$ cat src/rtl/cdb_reservation_station_pkg.sv
// Shared types for the CDB reservation station and its operand capture slices.
// The tag width is shared with the CDB arbiter's rs_id output.
package cdb_reservation_station_pkg;

  localparam int CDB_TAG_WIDTH  = 3;
  localparam int RS_VALUE_WIDTH = 64;

  typedef enum logic [1:0] {
    IDLE,
    WAIT_OPS,
    EXEC,
    RESULT
  } rs_state_t;

  typedef struct packed {
    logic                      ready;
    logic [CDB_TAG_WIDTH-1:0]  tag;
    logic [RS_VALUE_WIDTH-1:0] value;
  } rs_operand_t;

endpackage

$ cat src/rtl/cdb_reservation_station_operand_capture.sv
// One source operand register of the reservation station.
// Captures a CDB broadcast on tag match, both at dispatch (bypass) and while waiting.
module rs_operand_capture
  import cdb_reservation_station_pkg::*;
#(
  parameter int DATA_WIDTH = 64,
  parameter int TAG_WIDTH  = 3
) (
  input  logic                  clk,
  input  logic                  rst,
  input  logic                  load,
  input  logic                  load_ready,
  input  logic [DATA_WIDTH-1:0] load_value,
  input  logic [TAG_WIDTH-1:0]  load_tag,
  input  logic                  snoop_en,
  input  logic                  cdb_valid,
  input  logic [TAG_WIDTH-1:0]  cdb_rs_id,
  input  logic [DATA_WIDTH-1:0] cdb_result,
  output logic                  ready_next,
  output logic [DATA_WIDTH-1:0] value
);

  rs_operand_t op_q, op_d;

  always_comb begin
    op_d = op_q;
    if (load) begin
      op_d.ready = load_ready;
      op_d.tag   = CDB_TAG_WIDTH'(load_tag);
      op_d.value = RS_VALUE_WIDTH'(load_value);
    end
    // The match uses the freshly loaded tag, so a same-cycle broadcast is not lost.
    if ((load || snoop_en) && !op_d.ready && cdb_valid &&
        (op_d.tag == CDB_TAG_WIDTH'(cdb_rs_id))) begin
      op_d.ready = 1'b1;
      op_d.value = RS_VALUE_WIDTH'(cdb_result);
    end
  end

  always_ff @(posedge clk or posedge rst) begin
    if (rst) begin
      op_q <= '0;
    end else begin
      op_q <= op_d;
    end
  end

  assign ready_next = op_d.ready;
  assign value      = op_q.value[DATA_WIDTH-1:0];

endmodule

$ cat src/rtl/cdb_reservation_station.sv
// Single-entry reservation station between the dispatcher, its FU and the CDB arbiter.
// Define RS_BACK_TO_BACK_EN to accept a new dispatch in the same cycle the result retires.
module cdb_reservation_station
  import cdb_reservation_station_pkg::*;
#(
  parameter int DATA_WIDTH = 64,
  parameter int RS_ID      = 0,
  parameter int TAG_WIDTH  = 3,
  parameter int OP_WIDTH   = 4
) (
  input  logic                  clk,
  input  logic                  rst,
  input  logic                  dispatch_valid,
  output logic                  dispatch_ready,
  input  logic [OP_WIDTH-1:0]   dispatch_op,
  input  logic                  dispatch_a_ready,
  input  logic [DATA_WIDTH-1:0] dispatch_a_value,
  input  logic [TAG_WIDTH-1:0]  dispatch_a_tag,
  input  logic                  dispatch_b_ready,
  input  logic [DATA_WIDTH-1:0] dispatch_b_value,
  input  logic [TAG_WIDTH-1:0]  dispatch_b_tag,
  input  logic                  cdb_valid,
  input  logic [TAG_WIDTH-1:0]  cdb_rs_id,
  input  logic [DATA_WIDTH-1:0] cdb_result,
  output logic                  fu_start,
  output logic [OP_WIDTH-1:0]   fu_op,
  output logic [DATA_WIDTH-1:0] fu_operand_a,
  output logic [DATA_WIDTH-1:0] fu_operand_b,
  input  logic                  fu_done,
  input  logic [DATA_WIDTH-1:0] fu_result,
  output logic                  result_valid,
  output logic [DATA_WIDTH-1:0] result_data,
  input  logic                  retire
);

  if (RS_ID >= (1 << TAG_WIDTH)) begin : g_bad_rs_id
    $error("RS_ID does not fit in TAG_WIDTH bits");
  end

  rs_state_t             state_q, state_d;
  logic                  fu_start_q, fu_start_d;
  logic [OP_WIDTH-1:0]   op_q, op_d;
  logic [DATA_WIDTH-1:0] result_data_q, result_data_d;
  logic                  result_valid_q, result_valid_d;
  logic                  dispatch_ready_q, dispatch_ready_d;
  logic                  accept;
  logic                  snoop_en;
  logic                  a_ready_d, b_ready_d;

`ifdef RS_BACK_TO_BACK_EN
  assign dispatch_ready = dispatch_ready_q || ((state_q == RESULT) && retire);
`else
  assign dispatch_ready = dispatch_ready_q;
`endif

  assign accept   = dispatch_valid && dispatch_ready;
  assign snoop_en = (state_q == WAIT_OPS);

  rs_operand_capture #(.DATA_WIDTH(DATA_WIDTH), .TAG_WIDTH(TAG_WIDTH)) u_operand_a (
    .clk(clk), .rst(rst), .load(accept), .load_ready(dispatch_a_ready),
    .load_value(dispatch_a_value), .load_tag(dispatch_a_tag), .snoop_en(snoop_en),
    .cdb_valid(cdb_valid), .cdb_rs_id(cdb_rs_id), .cdb_result(cdb_result),
    .ready_next(a_ready_d), .value(fu_operand_a)
  );

  rs_operand_capture #(.DATA_WIDTH(DATA_WIDTH), .TAG_WIDTH(TAG_WIDTH)) u_operand_b (
    .clk(clk), .rst(rst), .load(accept), .load_ready(dispatch_b_ready),
    .load_value(dispatch_b_value), .load_tag(dispatch_b_tag), .snoop_en(snoop_en),
    .cdb_valid(cdb_valid), .cdb_rs_id(cdb_rs_id), .cdb_result(cdb_result),
    .ready_next(b_ready_d), .value(fu_operand_b)
  );

  always_comb begin
    state_d       = state_q;
    op_d          = op_q;
    result_data_d = result_data_q;
    case (state_q)
      IDLE:     ;
      WAIT_OPS: if (a_ready_d && b_ready_d) state_d = EXEC;
      EXEC: begin
        if (fu_done) begin
          state_d       = RESULT;
          result_data_d = fu_result;
        end
      end
      RESULT:   if (retire) state_d = IDLE;
      default:  state_d = IDLE;
    endcase
    // A dispatch can only be accepted from IDLE or a retiring RESULT.
    if (accept) begin
      op_d    = dispatch_op;
      state_d = (a_ready_d && b_ready_d) ? EXEC : WAIT_OPS;
    end
    fu_start_d       = (state_d == EXEC) && (state_q != EXEC);
    result_valid_d   = (state_d == RESULT);
    dispatch_ready_d = (state_d == IDLE);
  end

  always_ff @(posedge clk or posedge rst) begin
    if (rst) begin
      state_q          <= IDLE;
      fu_start_q       <= 1'b0;
      op_q             <= '0;
      result_data_q    <= '0;
      result_valid_q   <= 1'b0;
      dispatch_ready_q <= 1'b1;
    end else begin
      state_q          <= state_d;
      fu_start_q       <= fu_start_d;
      op_q             <= op_d;
      result_data_q    <= result_data_d;
      result_valid_q   <= result_valid_d;
      dispatch_ready_q <= dispatch_ready_d;
    end
  end

  assign fu_start     = fu_start_q;
  assign fu_op        = op_q;
  assign result_valid = result_valid_q;
  assign result_data  = result_data_q;

endmodule

$ cat config.mk
export PLATFORM = sky130hd
export DESIGN_NAME = cdb_reservation_station
export DESIGN_NICKNAME = d
export VERILOG_FILES = /design/src/rtl/cdb_reservation_station_pkg.sv /design/src/rtl/cdb_reservation_station_operand_capture.sv /design/src/rtl/cdb_reservation_station.sv
export SDC_FILE = /design/constraint.sdc
export NUM_CORES = 1
export LEC_CHECK = 0
export ABC_AREA = 1
export BUFFER_PORTS_ARGS = -buffer_cell sky130_fd_sc_hd__clkbuf_2
export CAP_MARGIN = 20
export CELL_PAD_IN_SITES_DETAIL_PLACEMENT = 1
export CELL_PAD_IN_SITES_GLOBAL_PLACEMENT = 1
export CORE_MARGIN = 8
export CORE_UTILIZATION = 30
export DETAILED_ROUTE_END_ITERATION = 6
export PLACE_DENSITY_LB_ADDON = 0.1
export SYNTH_ARGS = -nofsm -noshare
export SYNTH_HDL_FRONTEND = slang
export SYNTH_SLANG_ARGS = --single-unit
$ cat constraint.sdc
create_clock -name clk -period 6 [get_ports clk]
set_input_delay 0.3 -clock clk [delete_from_list [all_inputs] [get_ports clk]]
set_output_delay 0.3 -clock clk [all_outputs]
set_load 0.03 [all_outputs]
==> impl_metrics.env, run 1 <==
export IMPL_ir_worst_vdd_uv=269.6
export IMPL_cts_path_max_buffers=3
export IMPL_fin_crit_sh_pct=62.88
export IMPL_ios=476
export IMPL_finClkSkew_ns=0.01851
export IMPL_cts_buffers_inserted=26
export IMPL_worst_slack_ns=2.227
export IMPL_power_density_mw_per_mm2=560.0
export IMPL_wl_um=40650
export IMPL_syn_area_sq_mm=0.01023
export IMPL_cts_tree="built"
export IMPL_hp_start="dispatch_b_value[49]"
export IMPL_synth_cells=1155
export IMPL_reg2reg_from="dispatch_ready"
export IMPL_final_nets=1803
export IMPL_row_count=67
export IMPL_io_buffers=475
export IMPL_slew_viol_final=0
export IMPL_critPathKind="flip-flop to flip-flop"
export IMPL_coreArea_sq_mm=0.03353
export IMPL_async_flop_share_pct=100.0
export IMPL_min_path_type="input pin to flip-flop"
export IMPL_power_frac_seq_pct=32.1
export IMPL_max_cap_violations=0
export IMPL_dp_slack_ns=1.963
export IMPL_worst_hold_slack_ns=0.03178
export IMPL_rsz0062_at_grt="no"
export IMPL_synth_top_cell_by_area="dfrtp_1"
export IMPL_multiInputGateArea_sq_mm=0.003357
export IMPL_drtIter0Drc=352
export IMPL_synth_seq_area_share_pct=51.16
export IMPL_die_height_um=200.6
export IMPL_place_congestion=0.7627
export IMPL_tns_ns=0
export IMPL_die_w_um=200.6
export IMPL_via_per_inst=4.723
export IMPL_ys_top_cells_by_count="nand3_1, nand2_1, dfrtp_1"
export IMPL_combPwrFrac_pct=46.3
export IMPL_synth_cell_types=19
export IMPL_synth_warnings=0
export IMPL_drc=0
export IMPL_tightestPinTransition_ns=0.9509
export IMPL_cp_required_ns=6.44
export IMPL_cts_sinks=209
export IMPL_p_sw_share_pct=45.94
export IMPL_ys_ff_latch=209
export IMPL_drt_antenna_violating_nets=0
export IMPL_synth_nets=1432
export IMPL_cp_startpoint="dispatch_ready"
export IMPL_p_int_uw=4104
export IMPL_critPathArrivalTime_ns=4.22
export IMPL_dp_hpwl_um=29040
export IMPL_status="complete, no violations"
export IMPL_end_kind="flip-flop"
export IMPL_insertion_delay_ns=0.53
export IMPL_dieArea_sq_mm=0.04025
export IMPL_p_leak_uw=0.007171
export IMPL_grt_pass1_vias=10470
export IMPL_grt_pass1_wl_um=63280
export IMPL_fmax_mhz=265.0
export IMPL_setup_viol=0
export IMPL_track_usage_pct=19.60
export IMPL_register_area_sq_mm=0.005231
export IMPL_antenna_found_initial=8
export IMPL_pwr_share_clk_pct=21.6
export IMPL_grt_overflow=0
export IMPL_post_cts_buffers=0
export IMPL_final_util_pct=40.43
export IMPL_p_switching_uw=3488
export IMPL_cts_root_buf="clkbuf_16"
export IMPL_yosysTopAreaCellShare_pct=50.90
export IMPL_grt_max_degree=194
export IMPL_drive_above_1_share_pct=34.84
export IMPL_slew_headroom_pct=36.60
export IMPL_fin_crit_ns=3.773
export IMPL_postSynthAreaPerCell_sq_um=8.854
export IMPL_nFillCells=4036
export IMPL_synth_edff_count=0
export IMPL_ys_top_cells_by_area="dfrtp_1, nand3_1, buf_4"
export IMPL_hold_violations=0
export IMPL_post_cts_resized=0
export IMPL_drt_first_pass_iters=4
export IMPL_cp_max_fo=144
export IMPL_syn_to_final_growth_pct=32.58
export IMPL_vias=9428
export IMPL_synth_top_flop_cell="dfrtp_1"
export IMPL_yosysMostFrequentCell="nand3_1"
export IMPL_initial_utilization_pct=30.50
export IMPL_detail_route_wl_per_cell_um=20.37
export IMPL_startpoint_type="flip-flop"
export IMPL_path_clk_slew_ns=0.06
export IMPL_htreeDepth=1
-- cells in the final DEF, fill, tap and decap left out, drive strengths merged --
cell / instances
bufinv: 3
a21oi: 2
dfrtp: 208
o211ai: 128
o21ai: 4
dfstp: 1
dlygate4sd3: 72
and2: 2
nand3: 269
clkbuf: 513
clkinvlp: 1
clkinv: 5
diode: 4
nand2: 240
a21boi: 1
nor2: 12
buf: 8
inv: 75
-- stage by stage --
| step | area, sq um | instances | total power [uW] |
|---|---|---|---|
| 2_1_floorplan | 10230 | 1155 | 5315 |
| 3_3_place_gp | 11890 | 1872 | 5921 |
| 3_5_place_dp | 11890 | 1872 | 5979 |
| 4_1_cts | 13500 | 1990 | 7713 |
| 5_1_grt | 13560 | 1995 | 8103 |
| 6_report | 13560 | 1996 | 7593 |
-- critical path: stages (launching register included) --
cell      delay (ns)
dfstp_2         0.41
nand2_4         0.57
buf_4           0.84
nand2_1         0.17
nand2_1         0.14
nand2_1         0.06
nand2_1         0.06
nor2_1          0.06
nand2_4         0.40
buf_12          0.48
nand3_1         0.18
o211ai_1        0.14
-- layer usage --
layer,vias to the layer above,GRT usage [%],routed length (um)
met5,-,0,51
met1,4490,22.92,16390
met3,67,7.859,3881
met2,342,32.68,19260
li1,4521,-,-
met4,8,5.861,1071
-- cells by family (layout without fill, tap and decap cells) --
group,count (synthesis),after routing,synth area share [%]
other cells,0,4,0
buf+inv,288,677,16.30
simple gates,523,523,22.64
flops,209,209,51.16
compound gates,135,135,9.911
-- registers in the layout, summed over array words and instances, names as in the netlist --
register and count:
dispatch_ready 1, fu_op 4, fu_start 1, result_data 64, result_valid 1, state_q 2, u_operand_a.op_q 4, u_operand_a.value 64
u_operand_b.op_q 4, u_operand_b.value 64
-- layout make-up --
cell class              count  share of cell area [%]
multi-input cells         658                   24.76
inverters                  76                   2.150
clock inverters             8                  0.8490
diodes                      4                 0.07383
well taps                 448                   4.134
clock buffers              38                   5.731
flip-flops and latches    209                   38.58
repair buffers            555                   23.72
-- worst paths after layout --
path | endpoint | slack (ns) | depth (start not counted)
worst max-delay path | u_operand_b.value[34] | 2.23 | 11
worst min-delay path | u_operand_b.value[49] | 0.03 | 3
worst max register to register | u_operand_b.value[34] | 2.23 | 11
worst min register to register | result_data[27] | 0.48 | 2
max in group asynchronous | u_operand_a.value[32] | 4.63 | 4
min in group asynchronous | result_data[13] | 0.06 | 3
-- power groups by stage --
stage	clock network, uW	registers (uW)	logic [uW]
6_report	1640	2440	3510
5_1_grt	1750	2530	3820
4_1_cts	1710	2440	3570
3_5_place_dp	0	2450	3530
3_3_place_gp	0	2440	3480
2_1_floorplan	0	2820	2500
-- timing repair --
item	CTS	global route
hold buffers	72	0
endpoints found under the setup margin	0	0
hold endpoints to repair	72	0
Power figures use the tool's default switching activity.
==> inputs of run 2 (changes only) <==
Settings changed: ABC_AREA 1 to 0, CORE_UTILIZATION 30 to 31.
Clock period 6 ns to 3.9 ns, I/O delays scaled along.
==> run 2 against run 1 <==
Against the previous run: combinational power grew 93%; synthesized area increased by 1.8%; routed wire length up 6.8%; sequential power increased by 59%; global-route usage is 1.7 points higher; critical endpoint is now u_operand_a.value[53].
==> impl_metrics.env, run 2 <==
export IMPL_nFillCells=3755
export IMPL_place_congestion=0.7860
export IMPL_placed_area_sq_mm=0.01228
export IMPL_vias=9313
export IMPL_initial_utilization_pct=31.27
export IMPL_synth_nets=1263
export IMPL_antenna_found_initial=7
export IMPL_combPwrFrac_pct=52.1
export IMPL_design_area_sq_mm=0.01574
export IMPL_io_buffers=475
export IMPL_drtIter0Drc=259
export IMPL_power_density_mw_per_mm2=828.1
export IMPL_hold_violations=0
export IMPL_htreeDepth=1
export IMPL_slowest_delay_ns=0.60
export IMPL_post_cts_resized=0
export IMPL_p_switching_uw=5897
export IMPL_ys_top_cells_by_count="nand2_1, dfrtp_1, buf_4"
export IMPL_critPathKind="flip-flop to flip-flop"
export IMPL_die_height_um=199.2
export IMPL_worstPathCellList="and2_4 -> mux2_4 -> a221oi_4 -> nand3_4 -> buf_12 -> mux2_1 -> dlygate4sd3_1"
export IMPL_synth_edff_count=0
export IMPL_finClkSkew_ns=0.01500
export IMPL_startpoint_type="flip-flop"
export IMPL_cts_tree="built"
export IMPL_cts_path_max_buffers=3
export IMPL_p_sw_share_pct=45.23
export IMPL_ir_worst_vdd_uv=432.0
export IMPL_rsz0062_at_grt="no"
export IMPL_power_frac_seq_pct=29.8
export IMPL_postSynthAreaPerCell_sq_um=10.55
export IMPL_drt_antenna_violating_nets=0
export IMPL_grt_overflow=0
export IMPL_cts_buffers_inserted=27
export IMPL_grt_pass1_wl_um=65470
export IMPL_via_per_inst=4.532
export IMPL_final_cell_count_no_fill=2055
export IMPL_synth_cell_types=35
export IMPL_path_clk_slew_ns=0.06
export IMPL_fin_crit_sh_pct=87.12
export IMPL_coreArea_sq_mm=0.03328
export IMPL_track_usage_pct=21.27
export IMPL_status="complete, no violations"
export IMPL_slew_viol_final=0
export IMPL_max_cap_violations=0
export IMPL_insertion_delay_ns=0.53
export IMPL_yosysMostFrequentCell="nand2_1"
export IMPL_yosysTopAreaCellShare_pct=50.02
export IMPL_syn_area_sq_mm=0.01041
export IMPL_final_common_cell="clkbuf_2"
export IMPL_drt_first_pass_iters=5
export IMPL_synth_top_cell_by_area="dfrtp_1"
export IMPL_cts_root_buf="clkbuf_16"
export IMPL_p_leak_uw=0.007857
export IMPL_wl_um=43400
export IMPL_drc=0
export IMPL_setup_viol=0
export IMPL_dp_cells=1738
export IMPL_postCtsHoldBufs=261
export IMPL_row_count=67
export IMPL_pwr_share_clk_pct=18.1
export IMPL_ys_ff_latch=209
export IMPL_dp_hpwl_um=30310
export IMPL_cp_max_fo=43
export IMPL_synth_top_flop_cell="dfrtp_1"
export IMPL_layout_common_cells="clkbuf_2, dlygate4sd3_1, nand2_1"
export IMPL_tns_ns=0
export IMPL_min_path_type="input pin to flip-flop"
export IMPL_fin_total_pwr_uw=13040
export IMPL_p_int_uw=7139
export IMPL_synth_warnings=0
export IMPL_async_flop_share_pct=100.0
export IMPL_cp_required_ns=4.31
export IMPL_grt_pass1_vias=10960
export IMPL_final_nets=1857
export IMPL_tightestPinTransition_ns=0.9661
export IMPL_end_kind="flip-flop"
export IMPL_crit_path_top_delay_cell="dfstp_2"
export IMPL_syn_to_final_growth_pct=51.27
export IMPL_slew_headroom_pct=35.60
export IMPL_cts_sinks=209
export IMPL_ios=476
export IMPL_grt_max_degree=103
export IMPL_fmax_mhz=294.3
export IMPL_ys_top_cells_by_area="dfrtp_1, mux2_2, buf_4"
export IMPL_synth_cells=986
export IMPL_critPathArrivalTime_ns=3.81
export IMPL_synth_seq_area_share_pct=50.27
export IMPL_drive_above_1_share_pct=41.54
export IMPL_dieArea_sq_mm=0.03969
export IMPL_post_cts_buffers=0
export IMPL_detail_route_wl_per_cell_um=21.12
export IMPL_die_w_um=199.2
export IMPL_fin_crit_ns=3.398
run 2: cell types whose count changed after synthesis, moves of 8 or more:
| cell | delta |
|---|---|
| buf_2 | -21 |
| o21ai_0 | +67 |
| nor2_1 | -10 |
| mux2_2 | +122 |
| nand2_1 | -18 |
| o211ai_1 | -125 |
| inv_1 | -66 |
| mux2i_1 | +67 |
| clkbuf_1 | +11 |
| buf_1 | -12 |
| nand3_1 | -204 |
| mux2_1 | +8 |
run 2: cells by family after synthesis:
family                 count (synthesis)  synth area share, %
AO/OA/AOI/OAI                         82                4.461
flip-flops                           209                50.27
multiplexers                         198                20.66
AND/OR/NAND/NOR                      301                12.17
XOR/XNOR                               3               0.3247
buffers and inverters                193                12.12
run 2: final timing paths:
| path | from | to | slack, ns | cells after the start |
|---|---|---|---|---|
| min | dispatch_a_value[2] | u_operand_a.value[2] | 0.02 | 4 |
| min reg2reg | fu_op[2] | fu_op[2] | 0.49 | 2 |
| min in group asynchronous | rst | u_operand_a.value[16] | 0.36 | 3 |
| max reg2reg | dispatch_ready | u_operand_a.value[53] | 0.50 | 7 |
| max in group asynchronous | rst | u_operand_b.op_q[65] | 2.43 | 4 |
| max | dispatch_ready | u_operand_a.value[53] | 0.50 | 7 |
run 2: metal layers:
metal	routed length [um]	track usage, %	vias up	share of wire, %
met3	4137	7.612	70	9.5
li1	-	-	4383	-
met2	21520	37.32	345	50
met4	1282	7.329	4	3.0
met1	16430	23.58	4511	38
met5	22	0	-	0.051
run 2: metrics by stage:
| stage | hold WS [ns] | worst slack (ns) | utilization, % |
|---|---|---|---|
| 2_1_floorplan | 0.3004 | 0.9916 | - |
| 3_5_place_dp | 0.3722 | 1.086 | 36.89 |
| 4_1_cts | 0.001198 | 0.5123 | 47.25 |
| 5_1_grt | 0.01198 | 0.3736 | 47.29 |
| 6_report | 0.01985 | 0.5024 | 47.30 |
| 3_3_place_gp | 0.3692 | 1.160 | 36.89 |
run 2: power by group through the flow:
stage / sequential (uW) / clock [uW] / combinational [uW]
CTS: 3870 / 2440 / 6830
global placement: 3840 / 0 / 6060
detailed placement: 3880 / 0 / 6140
floorplan: 4480 / 0 / 4300
finish: 3890 / 2360 / 6790
global route: 4020 / 2520 / 7280
run 2: critical path, delay by kind of cell, from the launching register on:
kind	cells	cell delay [ns]
AO/OA/AOI/OAI	1	0.35
buffers and inverters	2	0.90
flip-flops	1	0.60
multiplexers	2	0.70
AND/OR/NAND/NOR	2	0.64
run 2: layout make-up:
cell class                      count  area, sq um  area share, %
Clock buffer                       41        788.3          5.008
Sequential cell                   209         5231          33.23
Multi-Input combinational cell    584         3944          25.05
Antenna cell                        6        15.01        0.09538
Timing Repair Buffer              750         5120          32.53
Inverter                            8        33.78         0.2146
Clock inverter                      9        48.80         0.3100
Tap cell                          448        560.5          3.561
==> inputs of run 3 (changes only) <==
Settings changed: CORE_UTILIZATION 31 to 35, RECOVER_POWER set to 50.
==> run 3 against run 2 <==
Against the previous run: the run now ends with capacitance limit, slew limit left; clock skew fell by 0.0034 ns; hold slack improved by 0.0020 ns; first-iteration DRC count rose by 27%; critical path type unchanged; clock-buffer cell count fell by 3; via count rose by 0.18%; critical path depth did not move; combinational power fell by 3%; register-to-register slack got worse by 0.03 ns; routed wire length fell by 1.7%.
==> impl_metrics.env, run 3 (synthesis results as in run 2) <==
export IMPL_fmax_mhz=291.7
export IMPL_drt_antenna_violating_nets=0
export IMPL_combPwrFrac_pct=50.8
export IMPL_grt_pass1_wl_um=65610
export IMPL_slew_headroom_pct=-93.55
export IMPL_layout_common_cells="clkbuf_2, dlygate4sd3_1, nand2_1"
export IMPL_cts_root_buf="clkbuf_16"
export IMPL_fin_crit_sh_pct=87.91
export IMPL_startpoint_type="flip-flop"
export IMPL_place_congestion=0.7706
export IMPL_grt_max_degree=110
export IMPL_vias=9330
export IMPL_crit_family="buffers and inverters"
export IMPL_reg2reg_from="dispatch_ready"
export IMPL_p_switching_uw=5857
export IMPL_cts_sinks=209
export IMPL_dp_cells=1676
export IMPL_grt_overflow=0
export IMPL_cts_path_max_buffers=3
export IMPL_cp_required_ns=4.30
export IMPL_grt_pass1_vias=11040
export IMPL_p_int_uw=7173
export IMPL_min_path_type="input pin to flip-flop"
export IMPL_syn_to_final_growth_pct=48.95
export IMPL_slew_viol_final=211
export IMPL_p_sw_share_pct=44.95
export IMPL_end_kind="flip-flop"
export IMPL_min_to="u_operand_a.value[24]"
export IMPL_violations="capacitance limit, slew limit"
export IMPL_r2r_slack_ns=0.47
export IMPL_final_common_cell="clkbuf_2"
export IMPL_dp_slack_ns=0.9781
export IMPL_die_height_um=188.4
export IMPL_worstPathCellList="and2_4 -> mux2_4 -> a221oi_4 -> nand3_4 -> buf_12 -> mux2_1 -> dlygate4sd3_1"
export IMPL_via_per_inst=4.710
export IMPL_wl_um=42660
export IMPL_htreeDepth=1
export IMPL_max_cap_violations=2
export IMPL_track_usage_pct=23.57
export IMPL_drtIter0Drc=330
export IMPL_rsz0062_at_grt="no"
export IMPL_io_buffers=475
export IMPL_drt_first_pass_iters=4
export IMPL_fin_crit_ns=3.428
export IMPL_cp_max_fo=36
export IMPL_post_cts_resized=0
export IMPL_worst_slack_ns=0.4716
export IMPL_status="finished with violations"
export IMPL_path_clk_slew_ns=0.06
export IMPL_tns_ns=0
export IMPL_ir_worst_vdd_uv=453.0
export IMPL_row_count=63
export IMPL_hp_start="dispatch_a_value[24]"
export IMPL_slowest_delay_ns=0.59
export IMPL_power_frac_seq_pct=29.9
export IMPL_p_leak_uw=0.007514
export IMPL_initial_utilization_pct=35.30
export IMPL_finClkSkew_ns=0.01157
export IMPL_power_density_mw_per_mm2=840.7
export IMPL_drive_above_1_share_pct=34.99
export IMPL_drc=0
export IMPL_dp_hpwl_um=29040
export IMPL_reg2reg_depth=7
export IMPL_ios=476
export IMPL_crit_path_top_delay_cell="dfstp_2"
export IMPL_critPathArrivalTime_ns=3.83
export IMPL_final_nets=1848
export IMPL_final_cell_count_no_fill=1981
export IMPL_cts_tree="built"
export IMPL_antenna_found_initial=7
export IMPL_setup_viol=0
export IMPL_cts_buffers_inserted=26
export IMPL_hold_violations=0
export IMPL_hold_depth=4
export IMPL_critPathKind="flip-flop to flip-flop"
export IMPL_pwr_share_clk_pct=19.3
export IMPL_tightestPinTransition_ns=2.903
export IMPL_detail_route_wl_per_cell_um=21.53
export IMPL_worst_path_buf_inv=2
export IMPL_die_w_um=188.4
export IMPL_coreArea_sq_mm=0.02948
export IMPL_insertion_delay_ns=0.53
export IMPL_dieArea_sq_mm=0.03551
export IMPL_r2r_end="u_operand_a.value[26]"
run 3: cell types whose count changed in the layout (fill, tap and decap cells not counted), sizes merged:
cell	before	now
clkbuf	516	515
clkinv	8	1
buf	14	8
inv	8	7
dlygate4sd3	261	257
diode	6	5
bufinv	0	4
run 3: layout make-up:
type	count	area [sq um]
antenna	5	12.51
fill	3384	13980
clock inverter	5	125.1
clock buffer	38	747.0
timing repair buffer	742	4921
multi-input combinational	584	3944
tap	390	488.0
inverter	8	31.28
sequential	209	5231
run 3: worst max-delay path by stage:
stage	from	end	slack [ns]	depth (start not counted)
after floorplan	rst	fu_op[0]	0.99	1
after global placement	dispatch_ready	state_q[0]	1.06	6
after detailed placement	dispatch_ready	state_q[0]	0.98	6
after CTS	dispatch_ready	u_operand_a.value[26]	0.49	7
after global routing	rst	u_operand_a.value[53]	0.25	4
final	dispatch_ready	u_operand_a.value[26]	0.47	7
run 3: power groups by stage:
stage / clock, uW / combinational (uW) / sequential (uW)
5_1_grt: 2650 / 7100 / 4030
3_3_place_gp: 0 / 5980 / 3860
4_1_cts: 2570 / 6750 / 3880
3_5_place_dp: 0 / 6070 / 3900
6_report: 2510 / 6620 / 3900
2_1_floorplan: 0 / 4300 / 4480
run 3: metrics by stage:
stage | utilization (%) | total power (uW) | instance area (sq um) | hold WS, ns
CTS | 53.06 | 13200 | 15640 | 0.004595
global route | 52.58 | 13770 | 15500 | 0.02143
floorplan | - | 8779 | 10410 | 0.3004
finish | 52.58 | 13030 | 15500 | 0.02189
global placement | 41.38 | 9843 | 12200 | 0.3858
detailed placement | 41.38 | 9971 | 12200 | 0.3971
run 3: tightest hold or removal path, stage by stage:
cell      delay, ns
clkbuf_2       0.07
nand2_1        0.06
nand2_1        0.06
mux2_2         0.13
run 3: timing repair:
item / CTS / global route
buffers inserted: 0 / 0
hold endpoints to repair: 410 / 0
hold buffers: 257 / 0
run 3: metal layers:
metal  part of all wire [%]  global-route usage, %
met1                     37                  25.44
met3                    7.7                  7.652
met4                    3.9                  8.659
met2                     51                  42.46
met5                  0.052                      0
